**src/rtl/mem_stage_lsu.sv**
```systemverilog
// Memory pipeline stage: registers the X->M boundary, runs a load/store unit
// against a req/gnt/rvalid data-memory port and formats the write-back value.
module mem_stage_lsu #(
  parameter int ADDR_W      = 32,
  parameter int TIMEOUT_CYC = 16
) (
  input  logic              clk,
  input  logic              rst_n,
  input  logic              valid_x,
  output logic              ready_x,
  input  logic [31:0]       PC_x,
  input  logic [31:0]       alu_x,
  input  logic [31:0]       rs2_x,
  input  logic [31:0]       inst_x,
  output logic              valid_m,
  output logic [31:0]       inst_m,
  output logic [31:0]       wb_m,
  output logic              misalign_m,
  output logic              bus_err_m,
  output logic              dmem_req,
  output logic              dmem_we,
  output logic [ADDR_W-1:0] dmem_addr,
  output logic [3:0]        dmem_be,
  output logic [31:0]       dmem_wdata,
  input  logic              dmem_gnt,
  input  logic              dmem_rvalid,
  input  logic [31:0]       dmem_rdata
);

  localparam logic [6:0] OP_LOAD  = 7'b0000011;
  localparam logic [6:0] OP_STORE = 7'b0100011;
  localparam logic [6:0] OP_JAL   = 7'b1101111;
  localparam logic [6:0] OP_JALR  = 7'b1100111;
  localparam logic [31:0] NOP     = 32'h0000_0013;

  localparam int CNT_W = (TIMEOUT_CYC > 1) ? $clog2(TIMEOUT_CYC) : 1;
  localparam logic [CNT_W-1:0] TO_LAST = CNT_W'(TIMEOUT_CYC - 1);

  typedef enum logic [1:0] {S_IDLE, S_REQ, S_WAIT, S_RESP} state_t;

  // Access size comes from funct3[1:0]: 00 byte, 01 half, 1x word.
  function automatic logic sz_byte(input logic [1:0] sz);
    return (sz == 2'b00);
  endfunction

  function automatic logic sz_half(input logic [1:0] sz);
    return (sz == 2'b01);
  endfunction

  function automatic logic misaligned(input logic [1:0] sz, input logic [1:0] a);
    return (sz_half(sz) && a[0]) || (sz[1] && (a != 2'b00));
  endfunction

  state_t           r_state;
  logic             r_m_valid;
  logic [31:0]      r_pc_m;
  logic [31:0]      r_alu_m;
  logic [31:0]      r_rs2_m;
  logic [31:0]      r_inst_m;
  logic [31:0]      r_ld_buf;
  logic             r_misalign;
  logic             r_bus_err;
  logic [CNT_W-1:0] r_cnt;

  logic        w_ls_x;
  logic        w_misalign_x;
  logic        w_mem_ok_x;
  logic        w_complete;
  logic        w_accept;
  logic        w_timeout;
  logic [6:0]  w_op_m;
  logic [2:0]  w_f3_m;
  logic        w_is_load_m;
  logic        w_is_store_m;
  logic        w_is_jump_m;
  logic        w_byte_m;
  logic        w_half_m;
  logic [3:0]  w_be_m;
  logic [31:0] w_wdata_m;
  logic [31:0] w_lane;
  logic [31:0] w_load_val;
  logic [31:0] w_wb;

  // X-side decode, only needed to pick the state entered on accept.
  assign w_ls_x       = (inst_x[6:0] == OP_LOAD) || (inst_x[6:0] == OP_STORE);
  assign w_misalign_x = w_ls_x && misaligned(inst_x[13:12], alu_x[1:0]);
  assign w_mem_ok_x   = w_ls_x && !w_misalign_x;

  assign w_complete = r_m_valid && ((r_state == S_IDLE) || (r_state == S_RESP));
  assign ready_x    = !r_m_valid || w_complete;
  assign w_accept   = valid_x && ready_x;
  assign w_timeout  = (TIMEOUT_CYC != 0) && (r_cnt == TO_LAST);

  assign w_op_m       = r_inst_m[6:0];
  assign w_f3_m       = r_inst_m[14:12];
  assign w_is_load_m  = (w_op_m == OP_LOAD);
  assign w_is_store_m = (w_op_m == OP_STORE);
  assign w_is_jump_m  = (w_op_m == OP_JAL) || (w_op_m == OP_JALR);
  assign w_byte_m     = sz_byte(w_f3_m[1:0]);
  assign w_half_m     = sz_half(w_f3_m[1:0]);

  always_comb begin
    w_be_m    = 4'b1111;
    w_wdata_m = r_rs2_m;
    if (w_byte_m) begin
      w_be_m    = 4'b0001 << r_alu_m[1:0];
      w_wdata_m = {4{r_rs2_m[7:0]}};
    end else if (w_half_m) begin
      w_be_m    = 4'b0011 << {r_alu_m[1], 1'b0};
      w_wdata_m = {2{r_rs2_m[15:0]}};
    end
  end

  // Accesses are aligned by construction, so one byte shift serves every size.
  always_comb begin
    w_lane     = r_ld_buf >> {r_alu_m[1:0], 3'b000};
    w_load_val = w_lane;
    if (w_byte_m)
      w_load_val = {{24{!w_f3_m[2] && w_lane[7]}}, w_lane[7:0]};
    else if (w_half_m)
      w_load_val = {{16{!w_f3_m[2] && w_lane[15]}}, w_lane[15:0]};
    w_wb = r_alu_m;
    if (w_is_load_m && !r_misalign && !r_bus_err)
      w_wb = w_load_val;
    else if (w_is_jump_m)
      w_wb = r_pc_m + 32'd4;
  end

  // NOTE: state uses non-blocking assignments only; every register, including
  // the load buffer, is a flop with a reset value rather than an array.
  always_ff @(posedge clk or negedge rst_n) begin
    if (!rst_n) begin
      r_state    <= S_IDLE;
      r_m_valid  <= 1'b0;
      r_pc_m     <= '0;
      r_alu_m    <= '0;
      r_rs2_m    <= '0;
      r_inst_m   <= NOP;
      r_ld_buf   <= '0;
      r_misalign <= 1'b0;
      r_bus_err  <= 1'b0;
      r_cnt      <= '0;
    end else if (w_accept) begin
      r_m_valid  <= 1'b1;
      r_pc_m     <= PC_x;
      r_alu_m    <= alu_x;
      r_rs2_m    <= rs2_x;
      r_inst_m   <= inst_x;
      r_misalign <= w_misalign_x;
      r_bus_err  <= 1'b0;
      r_cnt      <= '0;
      r_state    <= w_mem_ok_x ? S_REQ : S_IDLE;
    end else if (w_complete) begin
      r_m_valid <= 1'b0;
      r_state   <= S_IDLE;
    end else begin
      // A grant or rvalid on the timeout edge takes priority over the error.
      unique case (r_state)
        S_REQ: begin
          if (dmem_gnt) begin
            r_state <= w_is_store_m ? S_RESP : S_WAIT;
            r_cnt   <= '0;
          end else if (w_timeout) begin
            r_state   <= S_RESP;
            r_bus_err <= 1'b1;
          end else begin
            r_cnt <= r_cnt + CNT_W'(1);
          end
        end
        S_WAIT: begin
          if (dmem_rvalid) begin
            r_ld_buf <= dmem_rdata;
            r_state  <= S_RESP;
          end else if (w_timeout) begin
            r_state   <= S_RESP;
            r_bus_err <= 1'b1;
          end else begin
            r_cnt <= r_cnt + CNT_W'(1);
          end
        end
        default: ;
      endcase
    end
  end

  assign valid_m    = w_complete;
  assign inst_m     = r_inst_m;
  assign wb_m       = w_wb;
  assign misalign_m = w_complete && r_misalign;
  assign bus_err_m  = w_complete && r_bus_err;

  assign dmem_req   = (r_state == S_REQ);
  assign dmem_we    = dmem_req && w_is_store_m;
  assign dmem_be    = dmem_req ? w_be_m : 4'b0000;
  assign dmem_addr  = {r_alu_m[ADDR_W-1:2], 2'b00};
  assign dmem_wdata = w_wdata_m;

endmodule

```
**config.mk**
```make
export PLATFORM = sky130hd
export DESIGN_NAME = mem_stage_lsu
export DESIGN_NICKNAME = d
export VERILOG_FILES = /design/src/rtl/mem_stage_lsu.sv
export SDC_FILE = /design/constraint.sdc
export NUM_CORES = 1
export LEC_CHECK = 0
export ABC_AREA = 1
export CAP_MARGIN = 20
export CELL_PAD_IN_SITES_DETAIL_PLACEMENT = 1
export CELL_PAD_IN_SITES_GLOBAL_PLACEMENT = 1
export CORE_MARGIN = 2
export CORE_UTILIZATION = 34
export CTS_BUF_LIST = sky130_fd_sc_hd__clkbuf_8
export CTS_CLUSTER_SIZE = 10
export DETAILED_ROUTE_END_ITERATION = 8
export MAX_ROUTING_LAYER = met4
export PLACE_DENSITY = 0.89
export SLEW_MARGIN = 20
export SYNTH_ARGS = -nofsm -noshare
export SYNTH_HDL_FRONTEND = slang
export SYNTH_SLANG_ARGS = --single-unit
export TNS_END_PERCENT = 10
```
**constraint.sdc**
```tcl
create_clock -name clk -period 1.85 [get_ports clk]
set_input_delay 0.185 -clock clk [delete_from_list [all_inputs] [get_ports clk]]
set_output_delay 0.185 -clock clk [all_outputs]
set_load 0.01 [all_outputs]
```
==> results of run 1 <==
[kinds of logic after synthesis]
kind of cell               count (synthesis)  synth area share (%)
AOI/OAI and AO/OA                        118                 6.776
and+or+nand+nor                          836                 34.66
DFF                                      169                 43.58
muxes                                     27                 3.903
xor gates and xnor gates                  10                0.9017
adders and majority gates                  4                0.5153
other                                      1               0.03861
buffers and inverters                    164                 9.623
[critical path: stages, from the launching register on]
cell	delay, ps
dfrtp_2	460
buf_6	150
clkinv_8	80
clkbuf_16	140
buf_4	120
nand3_1	90
o211ai_1	140
nand2_1	170
nand2_1	120
nand2_1	80
o21ai_2	100
buf_2	170
[metal layers]
metal  vias to the layer above  track usage [%]  wire length, um
met3                       202            6.332             3900
li1                       4972                -                -
met1                      5552            35.97            18640
met5                         -                -                0
met4                         0            11.41             2936
met2                       632            52.62            23410
[path summary, 6_finish.rpt]
kind | start | to | slack, ps
worst max-delay path | r_alu_m[0]$_DFFE_PN0N_ | wb_m[8] | -640
worst max register to register | r_state[0]$_DFFE_PN0P_ | r_ld_buf[2]$_DFFE_PN0P_ | 50
worst min register to register | r_rs2_m[30]$_DFFE_PN0N_ | r_rs2_m[30]$_DFFE_PN0N_ | 490
max in group asynchronous | rst_n | inst_m[0]$_DFFE_PN1N_ | 930
min in group asynchronous | rst_n | r_ld_buf[25]$_DFFE_PN0P_ | 250
worst min-delay path | alu_x[6] | r_alu_m[6]$_DFFE_PN0N_ | 220
[cell type report]
cell class              count  area [um2]
well taps                 378       473.0
fillers                  3413       12560
inverters                  66       277.8
clock inverters            14       147.6
multi-input cells        1000        5200
flip-flops and latches    169        4247
diodes                      2       5.005
clock buffers              18       247.7
repair buffers            493        4772
[metrics by stage]
step                util [%]  setup TNS [ps]  hold WS [ps]
detailed placement     48.93          -15140         194.5
global placement       48.93          -12350         193.6
finish                 55.02          -18660         216.2
global route           55.02          -24090         206.4
CTS                    52.23          -18020         191.9
floorplan                  -               0        -110.6
[what timing repair did]
action | in CTS | in global routing
hold endpoints to repair | 41 | 0
gates resized for setup | 391 | 142
cloned | 3 | 7
setup buffers | 25 | 33
setup endpoints to repair | 92 | 129
hold buffers | 1 | 0
pin swaps | 34 | 49
[power groups by stage]
stage,Sequential (uW),Clock [uW],Combinational [uW]
3_3_place_gp,7210,0,13000
5_1_grt,7680,3010,17200
3_5_place_dp,7270,0,13500
4_1_cts,7290,2850,14100
6_report,7550,2810,16200
2_1_floorplan,6690,0,6850
[registers in the layout, indices dropped and copies added, names as in the netlist, 2 cells and up]
register,flops
inst_m,32
r_rs2_m,32
r_ld_buf,32
r_cnt,4
r_pc_m,32
r_alu_m,32
r_state,2
[placed cells by master (no fill, tap or decap), types with 37 or more instances in the layout]
master	count
nand3_1	49
clkdlybuf4s50_1	228
dfrtp_1	155
inv_1	53
o21ai_0	42
nor2_1	82
buf_6	40
buf_4	139
nand2_2	47
nand2_1	574
buf_2	37
==> results.cfg, run 1 <==
[setup_path]
cp.arrival_ps = 2310
start_kind = flip-flop
cp_data_required_time_ps = 1660
critPathKind = reg2out
cp_max_fo = 7
r2r_cells = 6
worst_setup_path_end_kind = primary output

[final_layout]
fin_area_um2 = 15370
areaGrowthSynthToFinish_pct = 58.24
finalNetCount = 1916
drive_above_1_share_pct = 27.84
final_cells = 2140

[floorplan]
rows = 61
start_util_pct = 34.77
core_um2 = 27930
die_w_um = 173.0
die-area_um2 = 29940
io_pins = 303
die_y_um = 173.0

[power]
ir_worst_vdd_mv = 0.7723
power_uw = 26550
seq_power_share_pct = 28.4
total_leakage_power_uw = 0.007483
p_sw_share_pct = 47.83
clkPwrFrac_pct = 10.6
netSwitchingPower_uw = 12700
combPwrFrac_pct = 61.0
p_int_uw = 13850
powerDensity_nw_per_um2 = 1727

[global_routing]
grt_pass1_wl_um = 69520
grt_pass1_vias = 11840
grt_remaining_overflow = 0
grt_max_degree = 58
track_usage_pct = 30.89
antenna_found_initial = 2

[sta]
period_share_pct = 134.7
clock_skew_ps = 29.35
rsz0062_at_grt = yes
hold_viol_final = 0
setup_ws_ps = -641.3
timing.final.setup_violations = 63
post-route-min-period_ps = 2491
slew_violations = 0
worstMarginPinSlew_ps = 591.3
fmax_mhz = 401.4
slew_headroom_pct = 60.58

[routing]
drt-total-wl_um = 48880
routedWlPerCell_um = 22.84
drc = 0
avgViaCountPerCell = 5.307
ant_nets = 0
firstDrtPassIters = 7
drtIter0Drc = 846
num_vias = 11360

[synth]
yosys_register_bits = 169
synthTopCellsByArea = dfrtp_1, nand2_1, buf_4, nor2_1, o21ai_0
synth-edff-count = 0
synth.avg_cell_area_um2 = 7.309
ys_top_cells_by_count = nand2_1, dfrtp_1, nor2_1, o21ai_0, nand3_1
yosys.area.top_type = dfrtp_1
synth_area_um2 = 9713
synthArstFlopShare_pct = 100.0
yosysSeqAreaShare_pct = 43.58
synth_top_flop_cell = dfrtp_1
synthDistinctLibCells = 39
synthCells = 1329
synth_top_area_share_pct = 42.77
synth_warnings = 0
yosysMostFrequentCell = nand2_1

[placement]
dp_slack_ps = -516.2
port_buffers = 300
hpwl_um = 33060
routabilityCongestion = 0.9814
placed_cells = 2044
dpl_cell_area_um2 = 13670

[status]
status = finished with violations
violations = setup timing

[job]
maxCapViolations = 0

[clock_tree]
root_buffer = clkbuf_8
clkTransAtPathRegs_ps = 130
h-tree-depth = 4
cts.sinks = 169
cts_tree = built
insertion_delay_ps = 490
cts_made_buffers = 17
max-clock-path-buffers = 2

[min_path]
hp-class = in2reg
hold_depth = 3
Note: power is estimated with default switching activity, not from simulation.
==> run 2: changes to the inputs <==
- ABC_AREA: 1 -> unset
- CORE_UTILIZATION: 34 -> 35
- PLACE_DENSITY: 0.89 -> 0.9
==> run 2 against run 1 <==
Compared with the run above: maximum frequency is 9.6% lower; setup slack got worse by 260 ps; critical endpoint is now wb_m[30]; largest cell class unchanged; core utilization rose by 1.3 points; highest routed layer unchanged; critical path depth shrank 3; power fell by 16%; the flow still finishes with violations (setup timing); via count decreased by 13%.
==> results.cfg, run 2 <==
[sta]
fmax_mhz = 362.8
rsz0062_at_grt = yes
timing.final.setup_violations = 43
holdWs_ps = 118.9
clock_skew_ps = 18.56
setup_ws_ps = -906.0
period_share_pct = 149.0
post-route-min-period_ps = 2756
hold_viol_final = 0
fin_tns_setup_ps = -24770
slew_violations = 0

[final_layout]
drive_above_1_share_pct = 30.07
finalNetCount = 1637
mostFrequentLayoutCell = nand2_1
final_cell_mix = nand2_1, clkdlybuf4s50_1, dfrtp_1
areaGrowthSynthToFinish_pct = 59.80

[setup_path]
regToRegSetupSlack_ps = 10
critPathKind = reg2out
start_kind = flip-flop
cp.arrival_ps = 2570
cp_data_required_time_ps = 1660
worst_setup_path_end_kind = primary output
cp_max_fo = 3

[synth]
yosys_register_bits = 169
synthArstFlopShare_pct = 100.0
synth_top_flop_cell = dfrtp_1
synth_area_um2 = 9112
synth_warnings = 0
yosys.area.top_type = dfrtp_1
synthCells = 1063
ys_top_cells_by_count = nand2_1, dfrtp_1, mux2_2, buf_4
yosysMostFrequentCell = nand2_1
yosysSeqAreaShare_pct = 46.45
synthDistinctLibCells = 63
synth.avg_cell_area_um2 = 8.572
synthTopCellsByArea = dfrtp_1, nand2_1, mux2_2, buf_4, mux2i_1
synth_top_area_share_pct = 45.59
synth-edff-count = 0

[global_routing]
grt_pass1_vias = 10420
grt_remaining_overflow = 0
grt_pass1_wl_um = 58310
track_usage_pct = 29.20
antenna_found_initial = 2
grt_max_degree = 71

[clock_tree]
clkTransAtPathRegs_ps = 100
root_buffer = clkbuf_8
max-clock-path-buffers = 2
cts_made_buffers = 17
insertion_delay_ps = 480
cts.sinks = 169
cts_tree = built
h-tree-depth = 4

[floorplan]
core_um2 = 25840
die_y_um = 165.4
start_util_pct = 35.27
rows = 59
die-area_um2 = 27340
io_pins = 303
die_w_um = 165.4

[routing]
avgViaCountPerCell = 5.435
routedWlPerCell_um = 23.06
drt-total-wl_um = 41910
ant_nets = 0
firstDrtPassIters = 5
drtIter0Drc = 630
num_vias = 9875
drc = 0

[placement]
port_buffers = 300
routabilityCongestion = 0.9259
dp_slack_ps = -744.6
hpwl_um = 28610

[status]
status = finished with violations
violations = setup timing

[job]
maxCapViolations = 0

[power]
total_leakage_power_uw = 0.006914
ir_worst_vdd_mv = 0.6752
powerDensity_nw_per_um2 = 1539

[min_path]
hp-class = in2async
## run 2: where the power goes
group	internal, uW	switching [uW]	total [uW]	leakage [uW]
clock network	1190	1580	2760	0.000193
logic	6360	6540	12900	0.00465
registers	5210	1530	6740	0.00207
total	12800	9650	22400	0.00691
## run 2: final cells by class
cell class / count / area, um2
clock buffer: 20 / 275.3
fill: 2932 / 11280
multi-input combinational: 782 / 4880
timing repair buffer: 485 / 4584
sequential: 169 / 4238
tap: 335 / 419.2
clock inverter: 11 / 111.4
antenna: 2 / 5.005
inverter: 13 / 48.80
## run 2: logic make-up after synthesis
logic type | after synthesis | share of synthesized area (%)
and+or+nand+nor | 534 | 24.50
DFF | 169 | 46.45
AOI/OAI and AO/OA | 136 | 9.323
buffers and inverters | 114 | 6.906
muxes | 85 | 10.31
xor gates and xnor gates | 20 | 1.922
adders and majority gates | 4 | 0.5492
other | 1 | 0.04115
## run 2: final timing paths
check,start,endpoint,cells past startpoint
worst min register to register,inst_m[19]$_DFFE_PN0N_,inst_m[19]$_DFFE_PN0N_,2
min in group clk,rs2_x[13],r_rs2_m[13]$_DFFE_PN0N_,3
worst min-delay path,rst_n,r_alu_m[16]$_DFFE_PN0N_,2
max in group asynchronous,rst_n,r_rs2_m[7]$_DFFE_PN0N_,3
worst max-delay path,r_pc_m[3]$_DFFE_PN0N_,wb_m[30],8
worst max register to register,r_state[0]$_DFFE_PN0P_,r_ld_buf[21]$_DFFE_PN0P_,6
## run 2: metrics by stage
step                instance area [um2]  util [%]  power, uW  cells
CTS                               14100     54.59      21560   1795
floorplan                          9198         -      11850   1064
finish                            14560     56.36      22410   1817
detailed placement                13300     51.48      18340   1743
global route                      14560     56.36      23580   1817
global placement                  13300     51.48      17820   1743
## run 2: what timing repair did
action | in CTS | in global routing
resized for setup | 240 | 157
pin swaps | 20 | 28
gates cloned | 1 | 2
hold buffers | 1 | 0
endpoints found under the setup margin | 135 | 231
endpoints found under the hold margin | 166 | 0
buffers inserted | 21 | 22
## run 2: critical path: stages (launching register included)
cell and delay [ps]:
dfrtp_1 420, ha_4 170, nand3_4 90, or3_4 420
buf_4 170, nor4_2 320, xnor2_1 150, a21oi_2 180
buf_2 150
## run 2: routing by layer
| layer | up-vias | GRT usage, % | wire, um |
|---|---|---|---|
| met2 | 516 | 50.74 | 21060 |
| met3 | 185 | 8.017 | 3053 |
| met4 | 0 | 14.89 | 2705 |
| met5 | - | - | 0 |
| met1 | 4864 | 30.41 | 15090 |
| li1 | 4310 | - | - |
